--- config.mk ---
export PLATFORM = sky130hd
export DESIGN_NAME = muldiv_seq_flat
export DESIGN_NICKNAME = d
export VERILOG_FILES = /design/src/rtl/muldiv_seq_if.sv /design/src/rtl/muldiv_seq.sv /design/src/flat_wrapper.sv
export SDC_FILE = /design/constraint.sdc
export NUM_CORES = 1
export LEC_CHECK = 0
export ABC_CLOCK_PERIOD_IN_PS = 7000
export CAP_MARGIN = 40
export CORE_MARGIN = 4
export CORE_UTILIZATION = 49
export DETAILED_ROUTE_END_ITERATION = 7
export GPL_TIMING_DRIVEN = 0
export PLACE_DENSITY = 0.86
export SLEW_MARGIN = 20
export SYNTH_ARGS = -nofsm -noshare
export SYNTH_HDL_FRONTEND = slang
export SYNTH_SLANG_ARGS = --single-unit
--- constraint.sdc ---
create_clock -name clk -period 7 [get_ports clk]
set_clock_uncertainty 0.15 [all_clocks]
set_input_delay 1.05 -clock clk [delete_from_list [all_inputs] [get_ports clk]]
set_output_delay 1.05 -clock clk [all_outputs]
set_load 0.05 [all_outputs]
--- src/rtl/muldiv_seq_if.sv ---
// Request/result bundle between the execute stage and the multiply/divide
// sequencer.
//   start, op, a, b        : request (core -> sequencer)
//   busy, done             : status  (sequencer -> core)
//   hi, lo, div_by_zero    : result  (sequencer -> core)
// master = core side, slave = sequencer side.
interface muldiv_seq_if #(
    parameter int WIDTH = 32
);
    logic             start;
    logic             op;
    logic [WIDTH-1:0] a;
    logic [WIDTH-1:0] b;
    logic             busy;
    logic             done;
    logic [WIDTH-1:0] hi;
    logic [WIDTH-1:0] lo;
    logic             div_by_zero;

    modport master (
        output start, op, a, b,
        input  busy, done, hi, lo, div_by_zero
    );

    modport slave (
        input  start, op, a, b,
        output busy, done, hi, lo, div_by_zero
    );
endinterface

--- src/rtl/muldiv_seq.sv ---
// Multi-cycle unsigned multiply / divide sequencer.
// Borrows the core's 32-bit ALU for every add/subtract: one ALU operation per
// clock, WIDTH iterations of shift-and-add multiply or restoring divide.
//   clk, rst        : clock, asynchronous active-high reset
//   bus (slave)     : start/op/a/b request, busy/done status, hi/lo/div_by_zero
//                     result (MUL: {hi,lo}=product, DIV: hi=rem, lo=quot)
//   alu_a/alu_b     : ALU operands (driven from registers only)
//   alu_op          : ALU opcode (ALU_ADD for multiply/idle, ALU_SUB for divide)
//   alu_r/alu_c     : ALU result and carry (add: carry-out, sub: borrow)
module muldiv_seq #(
    parameter int         WIDTH   = 32,
    parameter logic [3:0] ALU_ADD = 4'b0010,
    parameter logic [3:0] ALU_SUB = 4'b0110
) (
    input  logic             clk,
    input  logic             rst,
    muldiv_seq_if.slave      bus,
    output logic [WIDTH-1:0] alu_a,
    output logic [WIDTH-1:0] alu_b,
    output logic [3:0]       alu_op,
    input  logic [WIDTH-1:0] alu_r,
    input  logic             alu_c
);

    localparam int             CW   = $clog2(WIDTH);
    localparam logic [CW-1:0]  LAST = CW'(WIDTH - 1);

    typedef enum logic [1:0] {
        IDLE = 2'd0,
        RUN  = 2'd1,
        FIN  = 2'd2
    } state_t;

    state_t           state;
    logic [CW-1:0]    count;
    logic             op_q;
    logic [WIDTH-1:0] opnd;     // multiplicand or divisor
    logic [WIDTH-1:0] hi;
    logic [WIDTH-1:0] lo;
    logic             dbz;

    // Divide step: shifted partial remainder and its dropped top bit.
    logic             div_m;
    logic [WIDTH-1:0] div_s;
    logic             div_q;

    assign div_m = hi[WIDTH-1];
    assign div_s = {hi[WIDTH-2:0], lo[WIDTH-1]};
    // With m=1 the true remainder is >= 2^WIDTH > divisor, so subtract always
    // succeeds and the wrapped ALU result is the exact new remainder.
    assign div_q = div_m | ~alu_c;

    assign bus.busy        = (state == RUN);
    assign bus.done        = (state == FIN);
    assign bus.hi          = hi;
    assign bus.lo          = lo;
    assign bus.div_by_zero = dbz;

    always_comb begin
        alu_a  = '0;
        alu_b  = '0;
        alu_op = ALU_ADD;
        if (state == RUN) begin
            if (!op_q) begin
                alu_a  = hi;
                alu_b  = lo[0] ? opnd : '0;
                alu_op = ALU_ADD;
            end else begin
                alu_a  = div_s;
                alu_b  = opnd;
                alu_op = ALU_SUB;
            end
        end
    end

    always_ff @(posedge clk or posedge rst) begin
        if (rst) begin
            state <= IDLE;
            count <= '0;
            op_q  <= 1'b0;
            opnd  <= '0;
            hi    <= '0;
            lo    <= '0;
            dbz   <= 1'b0;
        end else begin
            case (state)
                IDLE, FIN: begin
                    if (bus.start) begin
                        op_q  <= bus.op;
                        opnd  <= bus.b;
                        count <= '0;
                        dbz   <= 1'b0;
                        if (bus.op && (bus.b == '0)) begin
                            // Divide by zero: finish at once with MIPS-like result.
                            hi    <= bus.a;
                            lo    <= '1;
                            dbz   <= 1'b1;
                            state <= FIN;
                        end else begin
                            hi    <= '0;
                            lo    <= bus.a;
                            state <= RUN;
                        end
                    end else if (state == FIN) begin
                        state <= IDLE;
                    end
                end
                RUN: begin
                    count <= count + 1'b1;
                    if (!op_q) begin
                        // 65-bit {carry, sum, lo} shifted right by one.
                        {hi, lo} <= {alu_c, alu_r, lo[WIDTH-1:1]};
                    end else begin
                        hi <= div_q ? alu_r : div_s;
                        lo <= {lo[WIDTH-2:0], div_q};
                    end
                    if (count == LAST) begin
                        state <= FIN;
                    end
                end
                default: state <= IDLE;
            endcase
        end
    end

endmodule

--- src/flat_wrapper.sv ---
// flat-port wrapper written by rule: the top's interface ports become plain ports
module muldiv_seq_flat 
#(
    parameter int         WIDTH   = 32,
    parameter logic [3:0] ALU_ADD = 4'b0010,
    parameter logic [3:0] ALU_SUB = 4'b0110
)
  (clk, rst, alu_a, alu_b, alu_op, alu_r, alu_c, bus_start, bus_op, bus_a, bus_b, bus_busy, bus_done, bus_hi, bus_lo, bus_div_by_zero);
  muldiv_seq_if #(.WIDTH(WIDTH)) bus_i ();
  input  logic clk;
  input  logic rst;
  output logic [WIDTH-1:0] alu_a;
  output logic [WIDTH-1:0] alu_b;
  output logic [3:0] alu_op;
  input  logic [WIDTH-1:0] alu_r;
  input  logic alu_c;
  input wire logic [$bits(bus_i.start)-1:0] bus_start;
  input wire logic [$bits(bus_i.op)-1:0] bus_op;
  input wire logic [$bits(bus_i.a)-1:0] bus_a;
  input wire logic [$bits(bus_i.b)-1:0] bus_b;
  output wire logic [$bits(bus_i.busy)-1:0] bus_busy;
  output wire logic [$bits(bus_i.done)-1:0] bus_done;
  output wire logic [$bits(bus_i.hi)-1:0] bus_hi;
  output wire logic [$bits(bus_i.lo)-1:0] bus_lo;
  output wire logic [$bits(bus_i.div_by_zero)-1:0] bus_div_by_zero;
  assign bus_i.start = bus_start;
  assign bus_i.op = bus_op;
  assign bus_i.a = bus_a;
  assign bus_i.b = bus_b;
  assign bus_busy = bus_i.busy;
  assign bus_done = bus_i.done;
  assign bus_hi = bus_i.hi;
  assign bus_lo = bus_i.lo;
  assign bus_div_by_zero = bus_i.div_by_zero;
  muldiv_seq #(.WIDTH(WIDTH), .ALU_ADD(ALU_ADD), .ALU_SUB(ALU_SUB)) u_core (.clk(clk), .rst(rst), .bus(bus_i), .alu_a(alu_a), .alu_b(alu_b), .alu_op(alu_op), .alu_r(alu_r), .alu_c(alu_c));
endmodule
### Word-level counts from Yosys, hierarchy flattened

Index checks and enable logic that the tools add are counted.

* flip-flop bits (word level): 105
* input port bits: 101

* add/sub/neg operators: 1
* equal/unequal tests: 6
* multiplexer cells: 24
* bitwise operators: 2
* reductions and logical operators: 8

Operators by type and width (number)
* $mux W32: 12
* $pmux W32 S2: 2
* $logic_not A32 Y1: 1
* $pmux W5 S2: 1
* $mux W2: 4
* $reduce_and A2 Y1: 3
* $add A5 B1 Y5 const B: 1
* $eq A5 B5 Y1 const B: 1
* $mux W5: 1
* $mux W4: 1
* $pmux W2 S2: 1
* $mux W3: 1
* $ne A3 B3 Y1 const B: 1
* $eq A2 B1 Y1 const B: 1
* $eq A2 B2 Y1 const B: 1
* $logic_not A2 Y1: 1
* $ne A2 B1 Y1 const B: 1
* $ne A2 B2 Y1 const B: 1
* $reduce_bool A2 Y1: 1
* $reduce_or A2 Y1: 1
* $logic_and A1 B1 Y1: 1
* $mux W1: 1
* $not A1 Y1: 1
* $or A1 B1 Y1: 1

### Depth between registers and ports, before layout

* depth after elaboration: 5
* depth in mapped cells: 6

### Least setup slack after synthesis

No wires, ideal clock.

* kind: flip-flop to output port
* start point: register u_core.op_q
* end point: output port alu_a[29]
* arrival time: 1802 ps
* required time: 5800 ps
* setup slack: 3998 ps
* stages on the path, launching flop included: 6
* buffers on the path: 3
* cells stage by stage: dfrtp_1 buf_2 clkbuf_1 clkbuf_1 mux2i_1 nor2_1

* word-level cells in the longest chain between the ends: 2

Ends and longest elaborated chain
* start: declaration: RTL line muldiv_seq.sv:36 `logic op_q;`
* start signal: assignment: RTL line muldiv_seq.sv:89 `op_q <= bus.op;`
* $mux W32: RTL line muldiv_seq.sv:64 `if (!op_q) begin`
* $mux W32: RTL line muldiv_seq.sv:63 `if (state == RUN) begin`
* end: declaration: RTL line flat_wrapper.sv:12 `output logic [WIDTH-1:0] alu_a;`

Every way passes these cells.

### Worst setup path after layout

* start point: register u_core.state[0]
* end point: output port alu_a[6]

* word-level cells in the longest chain between the ends: 2

Ends and longest elaborated chain
* start: declaration: RTL line muldiv_seq.sv:34 `state_t state;`
* start signal: assignment: RTL line muldiv_seq.sv:78 `state <= IDLE;`
* start signal: assignment: RTL line muldiv_seq.sv:98 `state <= FIN;`
* start signal: assignment: RTL line muldiv_seq.sv:102 `state <= RUN;`
* $eq A2 B1 Y1: RTL line muldiv_seq.sv:63
* $mux W32: RTL line muldiv_seq.sv:63

Every way passes these cells.

==> flow_summary.ini <==
[run_status]
status = finished clean

[synth]
synth_top_area_share = 0.398
ys_warn_count = 0
synth_top_area_cell = dfrtp_1
synth_edf_count = 0
synth.most_common_cell = nand2_1
synth.area.top_cells = dfrtp_1 (40%), nand2_1 (9.7%), and2_1 (5.6%)
syn_area_um2 = 6600
ys_async_sr_fraction = 1.00
synth_common_cells = nand2_1 (170), dfrtp_1 (105), and2_1 (59)
yosys_register_bits = 105
synth_cell_types = 40
ys.flop_type = dfrtp_1
synthCells = 806
avgSynthCellArea_um2 = 8.19
yosysSeqAreaShare = 0.398

[global_routing]
grt_pass1_wl_mm = 35.9
grt_usage = 0.299
grt_max_degree = 73
antenna_found_initial = 0
grt_overflow_total = 0
grt_pass1_vias = 7017

[flow_run]
cap_violations = 0

[layout]
drive_gt1_frac = 0.0663
multi_input_comb_area_um2 = 3500
fin_cells = 1232
area.growth.synth_to_final_pct = 43.7
fillCellCount = 1076
stdcell_area_um2 = 9490
antennaDiodeCount = 0
seq_area_um2 = 2630
final_nets = 1154

[timing]
rsz0062_at_grt = false
fmax_mhz = 225
setup-tns-final_ns = 0
hold_violations = 0
relSlewSlack = 0.493
finalCritPeriodShare = 0.636
slew_violations = 0
setup_viol = 0
worstMarginPinSlew_ns = 0.758
finalCriticalPeriod_ns = 4.45

[min_path]
hp-start = u_core.opnd[30]
min_path_type = flop to flop
hold_depth = 2
min_to = u_core.opnd[30]

[critical_path]
worstPathArrival_ns = 3.25
reg2reg_to = u_core.bus.hi[13]
r2r_start = u_core.state[0]
worstPathRequired_ns = 5.80
r2r_cells = 6
cp_num_buf_inv = 4
crit_type = flop to output port
path_cells = nand2b_1 > clkbuf_1 > clkbuf_1 > buf_1 > nor2_1 > clkdlybuf4s50_1
end_kind = output port
cpPeakStageDelay_ns = 0.73
start_kind = flop
worstPathMaxFanout = 10
cpMostUsedCell = clkbuf_1
cp_slowest_cell = clkdlybuf4s50_1
ff2ff_setup_slack_ns = 4.77
crit_family = buffers and inverters

[clock_network]
max-clock-path-buffers = 2
cts_setup_buffers = 0
clock-root-buffer = clkbuf_16
numCtsBuffers = 9
path_clk_slew_ns = 0.07
clock_sinks = 105
clkLatencyLatePin_ns = 0.36
hold_buffers = 0
htree_num_levels = 3
cts-resized-gates = 0
cts_tree = yes

[route]
ant_nets = 0
met1Wirelength_mm = 8.86
first_pass_iters = 5
met3_length_mm = 2.77
top_layer_used = met4
drt_iter0_markers = 556
drt-total-wl_mm = 23.2
drc = 0
wl_per_cell_um = 18.8
viasPerCell = 5.65
vias = 6966
wl_met2_mm = 10.8

[placement]
placed_cell_area_um2 = 9180
io_buffers = 232
gp_congestion = 0.896
dp_cells = 1216
dp_hpwl_mm = 17.5

[floorplanning]
dieHeight_um = 124
coreArea_um2 = 13200
initial_core_util = 0.498
fp.dieW_um = 124
ios = 236
die_area_um2 = 15400
rows = 42
cell type report:
cell class	count	area share
clock inverters	5	0.00673
plain buffers	75	0.0379
flip-flops and latches	105	0.277
clock buffers	11	0.0256
inverters	31	0.0128
repair buffers	233	0.248
well taps	176	0.0232
multi-input cells	596	0.369
tightest hold or removal path, cell delays in order, from the launching register on:
cell and delay (ns):
dfrtp_1 0.34, nand2_1 0.05, nand2_1 0.05
cells by family after synthesis:
group	synth area share
adders and majority gates	0.00379
buffers and inverters	0.0720
and+or+nand+nor	0.271
AOI/OAI and AO/OA	0.201
muxes	0.0531
DFF	0.398
other	0.00114
through the flow:
step	setup WS, ns	hold WS (ns)	util
finish	2.55	0.317	0.716
global route	2.39	0.333	0.716
CTS	2.54	0.320	0.716
detailed placement	2.92	0.304	0.693
global placement	1.39	0.299	0.691
floorplan	3.04	0.287	-
worst max path at each step:
| stage | from | to | slack (ns) | depth (start not counted) |
|---|---|---|---|---|
| 3_3_place_gp | rst | u_core.bus.hi[28] | 1.39 | 2 |
| 4_1_cts | u_core.state[0] | alu_a[6] | 2.54 | 6 |
| 6_report | u_core.state[0] | alu_a[6] | 2.55 | 6 |
| 3_5_place_dp | u_core.state[0] | alu_a[6] | 2.92 | 6 |
| 5_1_grt | u_core.state[0] | alu_a[6] | 2.39 | 6 |
| 2_1_floorplan | rst | u_core.bus.div_by_zero | 3.04 | 1 |
cell usage in the layout (no fill, tap or decap), types with 29 or more instances in the layout:
master	n
o21ai_1	38
mux2i_1	35
nor2_1	46
and2_1	59
nand3b_1	29
nand2_1	170
dfrtp_1	105
and3_1	33
o211ai_1	31
clkbuf_1	59
a211oi_1	30
clkdlybuf4s50_1	232
flip-flops by register name, indices dropped and copies added (netlist names):
name and cells:
u_core.bus.div_by_zero 1, u_core.bus.hi 32, u_core.bus.lo 32, u_core.count 5
u_core.op_q 1, u_core.opnd 32, u_core.state 2
routing by layer:
| layer | GRT usage | vias up |
|---|---|---|
| li1 | - | 3242 |
| met1 | 0.362 | 3257 |
| met2 | 0.491 | 410 |
| met3 | 0.0958 | 57 |
| met4 | 0.129 | 0 |
| met5 | 0 | - |
Power is not shown: default switching activity piles up to over one toggle a cycle in this logic, so the estimate is an artifact.
